$ cat src/rtl/sub_result_if.sv
// Valid/ready bus between the subtractor front end, the result FIFO and its consumer.
// slave  : seen by the result FIFO (accepts upstream entries, drives the head entry and status).
// master : seen by the agent that drives upstream entries and consumes results.
interface sub_result_if #(
   parameter int unsigned WIDTH = 6,
   parameter int unsigned AW    = 2
);
   logic             in_valid;
   logic             in_ready;
   logic [WIDTH-1:0] in_a;
   logic [WIDTH-1:0] in_b;
   logic [WIDTH-1:0] in_diff;
   logic             in_bout;
   logic             out_valid;
   logic             out_ready;
   logic [WIDTH-1:0] out_diff;
   logic             out_borrow;
   logic             out_zero;
   logic             out_neg;
   logic             out_ovf;
   logic             out_mismatch;
   logic [AW:0]      count;
   logic             full;
   logic             empty;
   logic             err_sticky;

   modport slave (
      input  in_valid, in_a, in_b, in_diff, in_bout, out_ready,
      output in_ready, out_valid, out_diff, out_borrow, out_zero, out_neg,
             out_ovf, out_mismatch, count, full, empty, err_sticky
   );

   modport master (
      output in_valid, in_a, in_b, in_diff, in_bout, out_ready,
      input  in_ready, out_valid, out_diff, out_borrow, out_zero, out_neg,
             out_ovf, out_mismatch, count, full, empty, err_sticky
   );
endinterface

$ cat src/rtl/sub_result_fifo.sv
// Registered result stage behind the ripple-borrow subtractor: a small
// first-word-fall-through FIFO that stores diff/borrow with status flags
// (zero, neg, signed overflow, self-check mismatch) computed at push time.
// Optional feature macro: SUB_SAT_EN -- entries pushed with borrow-out set
// store diff = 0 (unsigned saturation); zero/neg follow the stored value.
module sub_result_fifo #(
   parameter int unsigned WIDTH = 6,
   parameter int unsigned DEPTH = 4,
   parameter int unsigned AW    = 2
) (
   input logic         clk,
   input logic         rst,
   sub_result_if.slave bus
);
   localparam int unsigned CW = AW + 1;

   typedef struct packed {
      logic [WIDTH-1:0] diff;
      logic             borrow;
      logic             zero;
      logic             neg;
      logic             ovf;
      logic             mismatch;
   } entry_t;

   entry_t           mem_q [DEPTH];
   logic [AW-1:0]    wr_ptr_q, wr_ptr_d;
   logic [AW-1:0]    rd_ptr_q, rd_ptr_d;
   logic [CW-1:0]    count_q, count_d;
   logic             err_q, err_d;

   logic             full_c, empty_c, push_c, pop_c;
   logic [WIDTH:0]   ref_c;
   logic [WIDTH-1:0] diff_st_c;
   entry_t           new_c, head_c;

   assign full_c  = (count_q == CW'(DEPTH));
   assign empty_c = (count_q == '0);
   assign push_c  = bus.in_valid & ~full_c;
   assign pop_c   = ~empty_c & bus.out_ready;

   // Build the entry to store: reference a-b with borrow in the extra MSB, flags from it.
   always_comb begin
      ref_c = {1'b0, bus.in_a} - {1'b0, bus.in_b};
`ifdef SUB_SAT_EN
      diff_st_c = bus.in_bout ? '0 : bus.in_diff;
`else
      diff_st_c = bus.in_diff;
`endif
      new_c          = '0;
      new_c.diff     = diff_st_c;
      new_c.borrow   = bus.in_bout;
      new_c.zero     = (diff_st_c == '0);
      new_c.neg      = diff_st_c[WIDTH-1];
      new_c.ovf      = (bus.in_a[WIDTH-1] != bus.in_b[WIDTH-1]) &
                       (bus.in_diff[WIDTH-1] != bus.in_a[WIDTH-1]);
      new_c.mismatch = (bus.in_diff != ref_c[WIDTH-1:0]) | (bus.in_bout != ref_c[WIDTH]);
   end

   // Next-state for pointers, occupancy and the sticky error flag.
   always_comb begin
      wr_ptr_d = wr_ptr_q;
      rd_ptr_d = rd_ptr_q;
      count_d  = count_q;
      err_d    = err_q;
      if (push_c) begin
         wr_ptr_d = wr_ptr_q + AW'(1);
         err_d    = err_q | new_c.mismatch;
      end
      if (pop_c) begin
         rd_ptr_d = rd_ptr_q + AW'(1);
      end
      count_d = count_q + CW'(push_c) - CW'(pop_c);
   end

   // Control state registers with synchronous reset.
   always_ff @(posedge clk) begin
      if (rst) begin
         wr_ptr_q <= '0;
         rd_ptr_q <= '0;
         count_q  <= '0;
         err_q    <= 1'b0;
      end else begin
         wr_ptr_q <= wr_ptr_d;
         rd_ptr_q <= rd_ptr_d;
         count_q  <= count_d;
         err_q    <= err_d;
      end
   end

   // Entry storage; stale contents are unreachable once count is cleared.
   always_ff @(posedge clk) begin
      if (push_c) begin
         mem_q[wr_ptr_q] <= new_c;
      end
   end

   // Head entry falls through to the outputs, forced to zero while empty.
   always_comb begin
      head_c = '0;
      if (!empty_c) begin
         head_c = mem_q[rd_ptr_q];
      end
   end

   assign bus.in_ready     = ~full_c;
   assign bus.out_valid    = ~empty_c;
   assign bus.out_diff     = head_c.diff;
   assign bus.out_borrow   = head_c.borrow;
   assign bus.out_zero     = head_c.zero;
   assign bus.out_neg      = head_c.neg;
   assign bus.out_ovf      = head_c.ovf;
   assign bus.out_mismatch = head_c.mismatch;
   assign bus.count        = count_q;
   assign bus.full         = full_c;
   assign bus.empty        = empty_c;
   assign bus.err_sticky   = err_q;
endmodule

$ cat src/flat_wrapper.sv
// flat-port wrapper written by rule: the top's interface ports become plain ports
module sub_result_fifo_flat 
#(
   parameter int unsigned WIDTH = 6,
   parameter int unsigned DEPTH = 4,
   parameter int unsigned AW    = 2
)
  (clk, rst, bus_in_valid, bus_in_a, bus_in_b, bus_in_diff, bus_in_bout, bus_out_ready, bus_in_ready, bus_out_valid, bus_out_diff, bus_out_borrow, bus_out_zero, bus_out_neg, bus_out_ovf, bus_out_mismatch, bus_count, bus_full, bus_empty, bus_err_sticky);
  sub_result_if #(.WIDTH(WIDTH), .AW(AW)) bus_i ();
  input logic clk;
  input logic rst;
  input wire logic [$bits(bus_i.in_valid)-1:0] bus_in_valid;
  input wire logic [$bits(bus_i.in_a)-1:0] bus_in_a;
  input wire logic [$bits(bus_i.in_b)-1:0] bus_in_b;
  input wire logic [$bits(bus_i.in_diff)-1:0] bus_in_diff;
  input wire logic [$bits(bus_i.in_bout)-1:0] bus_in_bout;
  input wire logic [$bits(bus_i.out_ready)-1:0] bus_out_ready;
  output wire logic [$bits(bus_i.in_ready)-1:0] bus_in_ready;
  output wire logic [$bits(bus_i.out_valid)-1:0] bus_out_valid;
  output wire logic [$bits(bus_i.out_diff)-1:0] bus_out_diff;
  output wire logic [$bits(bus_i.out_borrow)-1:0] bus_out_borrow;
  output wire logic [$bits(bus_i.out_zero)-1:0] bus_out_zero;
  output wire logic [$bits(bus_i.out_neg)-1:0] bus_out_neg;
  output wire logic [$bits(bus_i.out_ovf)-1:0] bus_out_ovf;
  output wire logic [$bits(bus_i.out_mismatch)-1:0] bus_out_mismatch;
  output wire logic [$bits(bus_i.count)-1:0] bus_count;
  output wire logic [$bits(bus_i.full)-1:0] bus_full;
  output wire logic [$bits(bus_i.empty)-1:0] bus_empty;
  output wire logic [$bits(bus_i.err_sticky)-1:0] bus_err_sticky;
  assign bus_i.in_valid = bus_in_valid;
  assign bus_i.in_a = bus_in_a;
  assign bus_i.in_b = bus_in_b;
  assign bus_i.in_diff = bus_in_diff;
  assign bus_i.in_bout = bus_in_bout;
  assign bus_i.out_ready = bus_out_ready;
  assign bus_in_ready = bus_i.in_ready;
  assign bus_out_valid = bus_i.out_valid;
  assign bus_out_diff = bus_i.out_diff;
  assign bus_out_borrow = bus_i.out_borrow;
  assign bus_out_zero = bus_i.out_zero;
  assign bus_out_neg = bus_i.out_neg;
  assign bus_out_ovf = bus_i.out_ovf;
  assign bus_out_mismatch = bus_i.out_mismatch;
  assign bus_count = bus_i.count;
  assign bus_full = bus_i.full;
  assign bus_empty = bus_i.empty;
  assign bus_err_sticky = bus_i.err_sticky;
  sub_result_fifo #(.WIDTH(WIDTH), .DEPTH(DEPTH), .AW(AW)) u_core (.clk(clk), .rst(rst), .bus(bus_i));
endmodule
$ cat config.mk
export PLATFORM = sky130hd
export DESIGN_NAME = sub_result_fifo_flat
export DESIGN_NICKNAME = d
export VERILOG_FILES = /design/src/rtl/sub_result_if.sv /design/src/rtl/sub_result_fifo.sv /design/src/flat_wrapper.sv
export SDC_FILE = /design/constraint.sdc
export NUM_CORES = 1
export LEC_CHECK = 0
export CORE_MARGIN = 8
export CORE_UTILIZATION = 35
export CTS_CLUSTER_SIZE = 12
export DETAILED_ROUTE_END_ITERATION = 7
export SLEW_MARGIN = 25
export SYNTH_ARGS = -nofsm -noshare
export SYNTH_HDL_FRONTEND = slang
export SYNTH_SLANG_ARGS = --single-unit
export TNS_END_PERCENT = 50
$ cat constraint.sdc
create_clock -name clk -period 4.8 [get_ports clk]
set_input_delay 0.48 -clock clk [delete_from_list [all_inputs] [get_ports clk]]
set_output_delay 0.48 -clock clk [all_outputs]
set_load 0.02 [all_outputs]
* Yosys cells after proc, flatten, opt, wreduce, memory -nomap -nowiden
Memory sizes are Yosys's and may differ from the RTL's. A register that Yosys moved wholly into a read port is not among the register bits.
Index checks and enable logic that the tools add are counted.
** Word-level totals
- Latch bits :: 0
- Word-level logic and storage cells :: 29
- Memories :: 1
- ROM bits :: 0
- Bits in registers :: 8
- Input bits :: 23
- RAM bits :: 44
** Memories
- u_core.mem_q :: depth 4, width 11, read ports 1, clocked after memory_dff 1, write ports 1, RTL line sub_result_fifo.sv:26 : entry_t mem_q [DEPTH];
** Cells by class
- Shift-type cells :: 0
- Magnitude comparators :: 0
- Multiplexer cells :: 5
- Bitwise gates (word level) :: 7
- Multipliers :: 0
- Equality and inequality tests :: 5
- Add/subtract/negate cells :: 5
- Reductions and logical operators :: 2
- Divide/modulo/power cells :: 0
** Operator list (number)
- $mux 11 :: 1
- $sub 6x6->7 :: 1
- $logic_not 6->1 :: 1
- $ne 6x6->1 :: 1
- $add 2x1->2 const B :: 2
- $mux 2 :: 2
- $add 3x1->3 :: 1
- $and 1x1->1 :: 3
- $eq 3x3->1 const B :: 1
- $logic_not 3->1 :: 1
- $ne 1x1->1 :: 3
- $sub 3x1->3 :: 1
- $mux 1 :: 2
- $not 1->1 :: 2
- $or 1x1->1 :: 2

* Logic depth before layout (Yosys ltp)
Gate-level depths: netlist of the first run.
- Word-level depth :: 5
- Gate-level depth with buffers :: 9
- Depth with buffers taken out :: 9

* Least setup slack after synthesis of the first run
OpenSTA, ideal clock, no wires.
- Path kind :: flip-flop to flip-flop
- Start :: register u_core.count_q[1] (netlist: u_core.bus.count[1])
- End :: register u_core.count_q[2] (netlist: u_core.bus.count[2])
- Stages on the path, launching flop included :: 10
- Required time :: 4674 ps
- Setup slack :: 2482 ps
- Arrival time :: 2192 ps
- Cell sequence :: dfxtp_1 or3_1 and2_1 ha_1 inv_1 ha_1 fa_1 xnor2_1 xnor2_1 nor2_1
** Between the ends
- Elaborated cells on any way between the ends :: 8
- Those cells by class :: 2 x add/sub; 1 x eq/ne; 4 x bitwise; 1 x reduce/logical
** RTL lines
- from (decl) :: RTL line sub_result_fifo.sv:29 : logic [CW-1:0] count_q, count_d;
- from (signal assigned) :: RTL line sub_result_fifo.sv:86 : count_q <= count_d;
- $logic_not 3->1 :: RTL line sub_result_fifo.sv:38 : assign empty_c = (count_q == '0);
- $not 1->1 :: RTL line sub_result_fifo.sv:40 : assign pop_c = ~empty_c & bus.out_ready;
- $and 1x1->1 :: RTL line sub_result_fifo.sv:40
- net u_core.pop_c :: RTL line sub_result_fifo.sv:32 : logic full_c, empty_c, push_c, pop_c;
- $sub 3x1->3 :: RTL line sub_result_fifo.sv:73 : count_d = count_q + CW'(push_c) - CW'(pop_c);
The timed path passes the listed nets, and every way through them passes these cells.
A chain may end at the register's enable or synchronous reset.

==> results.md, run 1 <==
- WHS Endpoint: u_core.rd_ptr_q[1]$_SDFFE_PP0P_
- Via density: between 4 and 5
- FF-to-FF End: u_core.bus.count[2]$_SDFF_PP0_
- DR vias: 1365
- Final worst slack: 1970 ps
- Area after DPL: around 2800 µm²
- Synth unique cells: 30
- Worst reg2reg path depth: 9
- Sink Count: 50
- Htree depth: 2
- Reg-to-Reg Start: u_core.bus.count[1]$_SDFF_PP0_
- Syn_nets: between 200 and 250
- Vias in the first global route: around 1.4k
- Final hold slack: ~530 ps
- Hold Buf Count CTS: 0
- Filler cells: 603
- Synthesized cell area: approximately 2400 µm²
- FMAX: around 350 MHz
- Num CTS Buffers: 5
- Root Buffer: clkbuf_8
- Detailed Route Iter0 Violations: 27
- Max Slew Vio Count: 0
- CP max FO: 10
- Hold Crit Class: reg -> reg
- ANT cells: 0
- Dpl ws: 1890 ps
- Post-route DRC: 0
- Minimum clock period after layout: approximately 2800 ps
- Max-slew headroom: 55.0%
- Number of nets with antenna violations after routing: 0
- Seq/Total Area, Yosys: just under 60%
- Gates resized, CTS repair: 0
- Core Rows: 30
- Final Util: roughly 44%
- Worst hold start: u_core.rd_ptr_q[1]$_SDFFE_PP0P_
- Number of port buffers: 41
- Die area: 9630 µm²
- Worst-path cell chain: mux4_2 > and2_1 > clkdlybuf4s50_1
- Max Cap Viol: 0
- R2R Setup Slk: approximately 2200 ps
- CP peak stage delay: roughly 760 ps
- Flops & latches, synth: 50
- Design Power: about 1.4 mW
- Die H: just under 100 µm
- Clk_skew: 7.36 ps
- Layout area overhead: 25.1%
- Leakage Power: around 1.1 nW
- Final hold vios: 0
- Setup bufs post-CTS: 0
- Die extent in x: 98.2 µm
- Type of the worst setup path: reg -> out
- Area of the multi-input gates: about 870 µm²
- Tot GR Track Use: 9.12%
- CTS tree: done
- CP max stage cell: dfxtp_1
- First-pass GRT wire length: roughly 6900 µm
- Register Area: ~1400 µm²
- Initial Utilization: a little over a third
- Slew @ Worst Pin: 674 ps
- Drt first pass iters: 4
- GPL Wtd Cong: approximately 0.75
- Drt wl/cell: 14.4 µm
- GR Overflow Total: 0
- Total placed cells including tap cells: between 200 and 300
- Final instance area: ~3000 µm²
- Period utilization: roughly three fifths
- RSZ-0062 raised after global routing: false
- CP Buf/Inv Count: 1
- Crit. End Element: output port
- Core ar.: roughly 6600 µm²
- PwrDens: 486 nW/µm²
- Critical Path Start Type: register
- Synth Instances: between 150 and 200
- Ratio of cells with drive above 1 in the final layout: 8.96%
- Setup TNS: 0 ps
- Pin count of the biggest net entering global routing: 16
- I/O Pins: 42
- CTS max path bufs: 2
- Syn Area/Cell: ~14 µm²
- Worst vdd ir: between 0.0001 and 0.00015 V
- Yosys warnings: 0
- Worst skew pair latency: around 300 ps
- Setup violations, final: 0
- Reg clk slew, reported paths: 90 ps
- Worst Path Required: 4320 ps
- Post-Route WL: about 4200 µm
- Initial antenna violation count: 0
- Layout Nets: 248
- CP arrival: around 2400 ps
- DP HPWL: around 3000 µm
- Post-route insts no fill: between 200 and 300
- Status: finished clean
- Hold depth: 2
- Cell family with most CP delay: flip-flops
==> flip-flops by register name, summed over array words and instances (netlist names), named ones only <==
signal	cells
u_core.wr_ptr_q	2
u_core.bus.err_sticky	1
u_core.bus.count	3
u_core.mem_q	40
u_core.rd_ptr_q	2
==> area by class of cell <==
class | instances | share of cell area (%)
repair buffers | 41 | 13.9
clock buffers | 5 | 2.33
multi-input cells | 95 | 29.3
well taps | 80 | 3.39
flip-flops and latches | 50 | 47.4
inverters | 18 | 2.29
clock inverters | 3 | 1.36
==> synth_stat cells <==
cell type | n | share of area (%)
a21boi_1 | 1 | 0.32
a21oi_1 | 5 | 1.1
a22o_1 | 1 | 0.37
a311oi_1 | 1 | 0.37
and2_1 | 12 | 3.2
and3_1 | 6 | 1.6
buf_1 | 1 | 0.16
buf_2 | 1 | 0.21
buf_4 | 1 | 0.32
clkbuf_1 | 3 | 0.48
dfxtp_1 | 10 | 8.5
edfxtp_1 | 40 | 51
fa_1 | 2 | 1.7
ha_1 | 12 | 6.4
inv_1 | 18 | 2.9
mux4_2 | 10 | 9.5
nand2_1 | 4 | 0.64
nand2b_1 | 1 | 0.26
nand3_1 | 4 | 0.85
nand3b_1 | 1 | 0.32
nor2_1 | 10 | 1.6
nor2b_1 | 2 | 0.53
nor3_1 | 1 | 0.21
o21ai_0 | 2 | 0.42
o41ai_1 | 1 | 0.37
or3_1 | 2 | 0.53
or4_1 | 1 | 0.32
or4b_4 | 1 | 0.58
xnor2_1 | 9 | 3.3
xor2_1 | 6 | 2.2
==> how the worst max path moves through the flow <==
stage | to | cells past startpoint | start
finish | bus_out_neg | 3 | register
global route | bus_out_mismatch | 3 | register
CTS | bus_out_mismatch | 3 | register
detailed placement | u_core.bus.err_sticky$_SDFFE_PP0P_ | 10 | bus_in_a[0]
global placement | u_core.bus.err_sticky$_SDFFE_PP0P_ | 9 | bus_in_b[5]
floorplan | u_core.bus.count[2]$_SDFF_PP0_ | 9 | u_core.bus.count[1]$_SDFF_PP0_
==> routing by layer <==
layer | track usage, % | part of all wire, % | up-vias
met4 | 4.60 | 1.9 | 0
met5 | 0 | 0 | -
met2 | 15.1 | 49 | 32
met1 | 10.3 | 44 | 643
li1 | - | - | 683
met3 | 3.06 | 4.8 | 7
==> worst register-to-register path, stage by stage (launching register included) <==
cell	delay, ps
dfxtp_1	350
or3_1	570
and2_1	290
ha_1	280
inv_1	40
ha_1	180
fa_1	380
xnor2_1	190
xnor2_1	130
nor2_1	50
==> kinds of logic (layout without fill, tap and decap cells) <==
| logic type | count (synthesis) | in the layout | synth area share, % |
|---|---|---|---|
| buffers and inverters | 24 | 67 | 4.02 |
| muxes | 10 | 10 | 9.53 |
| xor gates and xnor gates | 15 | 15 | 5.56 |
| and+or+nand+nor | 45 | 45 | 10.6 |
| AOI/OAI and AO/OA | 11 | 11 | 2.91 |
| adders and majority gates | 14 | 14 | 8.05 |
| DFF | 50 | 50 | 59.3 |
==> cell usage in the layout (no fill, tap or decap), types with 2 or more instances in the layout <==
cell,count
clkdlybuf4s50_1,41
edfxtp_1,40
inv_1,18
and2_1,12
ha_1,12
mux4_2,10
nor2_1,10
dfxtp_1,10
xnor2_1,9
and3_1,6
xor2_1,6
a21oi_1,5
clkbuf_8,5
nand3_1,4
nand2_1,4
or3_1,2
o21ai_0,2
nor2b_1,2
fa_1,2
clkinv_2,2
==> power by group <==
part	leakage (nW)	total (mW)	internal [mW]	switching [mW]
combinational	0.582	0.572	0.300	0.272
clock	0.0579	0.285	0.153	0.131
sequential	0.448	0.580	0.532	0.0483
total	1.09	1.44	0.985	0.452
(Power assumes the default switching activity.)
==> run 2: changes to the inputs <==
==> constraint.sdc (replaced) <==
create_clock -name clk -period 2.3 [get_ports clk]
set_input_delay 0.23 -clock clk [delete_from_list [all_inputs] [get_ports clk]]
set_output_delay 0.23 -clock clk [all_outputs]
set_load 0.02 [all_outputs]
==> run 2 against run 1 <==
Against the previous run:
- critical path type is now in -> reg
- die area unchanged
- register-to-register slack worse by 2100 ps
- sequential share of layout area decreased by 3.5 points
- routed wire length increased by 5.6%
- via count is 7.4% higher
==> results.md, run 2 (synthesized netlist as in run 1, its figures left out) <==
- R2R Setup Slk: 150 ps (-2060 ps)
- Initial antenna violation count: 0 (unchanged)
- First-pass GRT wire length: 7420 µm (+7.8%)
- Drt wl/cell: 14.3 µm (-0.86%)
- PwrDens: 944 nW/µm² (+94%)
- Worst Path Required: 2490 ps (-1830 ps)
- Via density: 4.71 (+0.84%)
- Crit. End Element: register
- Reg-to-Reg Start: u_core.bus.count[1]$_SDFF_PP0_
- Area after DPL: 3000 µm² (+5.5%)
- Type of the worst setup path: in -> reg
- Status: finished clean
- FF-to-FF End: u_core.bus.count[2]$_SDFF_PP0_
- Core Rows: 30 (unchanged)
- Number of port buffers: 41 (unchanged)
- Most common cell after layout, fill and taps aside: edfxtp_1
- Sink Count: 50 (unchanged)
- Worst vdd ir: 0.000359 V (+160%)
- Pin count of the biggest net entering global routing: 15 (-1)
- Hold Buf Count CTS: 0 (unchanged)
- CP max FO: 5 (-5)
- CTS tree: done
- Slew @ Worst Pin: 530 ps (-144 ps)
- Setup bufs post-CTS: 0 (unchanged)
- Root Buffer: clkbuf_8
- WHS Endpoint: u_core.bus.err_sticky$_SDFFE_PP0P_
- Hold Crit Class: reg -> reg
- Setup TNS: 0 ps (unchanged)
- Die area: 9630 µm² (unchanged)
- Hold depth: 1 (-1)
- Core ar.: 6640 µm² (unchanged)
- DP HPWL: 3260 µm (+5.9%)
- Dpl ws: -350 ps (-2240 ps)
- Layout area overhead: 35.1%
- Final worst slack: 58.9 ps (-1910 ps)
- ANT cells: 0 (unchanged)
- Max Cap Viol: 0 (unchanged)
- Most frequent cells in the layout: edfxtp_1, clkdlybuf4s50_1, buf_4, inv_1
- Ratio of cells with drive above 1 in the final layout: 21.2% (+12 points)
- Register Area: 1400 µm² (about the same)
- DR vias: 1466 (+7.4%)
- Filler cells: 594 (-1.5%)
- Detailed Route Iter0 Violations: 83 (+210%)
- I/O Pins: 42 (unchanged)
- FMAX: between 400 and 500 MHz
- Tot GR Track Use: 9.67% (+0.55 points)
- Setup violations, final: 0 (unchanged)
- Critical Path Start Type: primary input
- Post-Route WL: 4440 µm (+5.6%)
- Worst reg2reg path depth: 9 (unchanged)
- CTS max path bufs: 2 (unchanged)
- Max Slew Vio Count: 0 (unchanged)
- CP arrival: 2430 ps (+80 ps)
- Final hold vios: 0 (unchanged)
- Worst skew pair latency: 290 ps (about the same)
- Layout Nets: 267 (+7.7%)
- Reg clk slew, reported paths: 80 ps (about the same)
- RSZ-0062 raised after global routing: true
- Leakage Power: 1.33 nW (+22%)
- Area of the multi-input gates: 950 µm² (+9.7%)
- GPL Wtd Cong: 0.740 (-1.6%)
- Number of flip-flops in the largest register: 40 (unchanged)
- Minimum clock period after layout: approximately 2200 ps
- Vias in the first global route: 1549 (+9.7%)
- Die H: 98.2 µm (unchanged)
- Final instance area: 3190 µm² (+8.0%)
- Drt first pass iters: 4 (unchanged)
- Worst hold start: u_core.bus.err_sticky$_SDFFE_PP0P_
- Final hold slack: 524 ps (-8.38 ps)
- GR Overflow Total: 0 (unchanged)
- Die extent in x: 98.2 µm (unchanged)
- Period utilization: slightly below 100%
- Number of nets with antenna violations after routing: 0 (unchanged)
- Post-route DRC: 0 (unchanged)
- Largest reg by FF count: u_core.mem_q
- Clk_skew: 7.25 ps (-0.116 ps)
- Initial Utilization: 35.6% (unchanged)
- Final Util: 48.0% (+3.6 points)
- Max-slew headroom: 64.7% (+9.7 points)
- Htree depth: 2 (unchanged)
- Num CTS Buffers: 5 (unchanged)
## run 2: cell type report
| cell class | count | area share (%) |
|---|---|---|
| Timing Repair Buffer | 60 | 18.5 |
| Inverter | 18 | 2.12 |
| Multi-Input combinational cell | 95 | 29.8 |
| Clock buffer | 6 | 2.27 |
| Sequential cell | 50 | 44.0 |
| Clock inverter | 2 | 0.275 |
| Tap cell | 80 | 3.14 |
## run 2: layer usage
layer  track usage, %  wire length, µm  vias to the layer above
li1                 -                -                      719
met1             10.5             1890                      711
met2             17.7             2320                       32
met3             2.56              167                        4
met4             3.19               61                        0
met5                0                0                        -
## run 2: worst max-delay path by stage
stage          cells past startpoint                           start                                 end
2_1_floorplan                      9  u_core.bus.count[2]$_SDFF_PP0_      u_core.bus.count[2]$_SDFF_PP0_
3_3_place_gp                      10                     bus_in_a[0]  u_core.bus.err_sticky$_SDFFE_PP0P_
3_5_place_dp                      10                     bus_in_a[0]  u_core.bus.err_sticky$_SDFFE_PP0P_
4_1_cts                            4                        register                     bus_out_diff[4]
5_1_grt                            9                     bus_in_b[5]  u_core.bus.err_sticky$_SDFFE_PP0P_
6_report                           9                     bus_in_b[5]  u_core.bus.err_sticky$_SDFFE_PP0P_
## run 2: critical path, cell delays in order
cell and delay (ps):
clkdlybuf4s50_1 450, inv_1 60, ha_4 250, xor2_2 200, or3_1 330, o41ai_2 60, a311oi_1 80, or4b_4 560
a22o_1 210
## run 2: power by group
part	switching, mW	internal [mW]	leakage, nW	total, mW
clock network	0.259	0.209	0.0426	0.468
logic	0.656	0.729	0.839	1.38
registers	0.0475	1.11	0.448	1.16
total	0.963	2.05	1.33	3.01
## run 2: through the flow
step	total power [mW]	cells
after floorplan	1.97	169
after global placement	2.56	303
after detailed placement	2.57	303
after CTS	3.05	311
after global routing	3.20	311
final	3.01	311
## run 2: timing repair
item	in CTS	in global routing
setup endpoints to repair	5	16
pin swaps	5	3
resized for setup	11	18
gates cloned	0	0
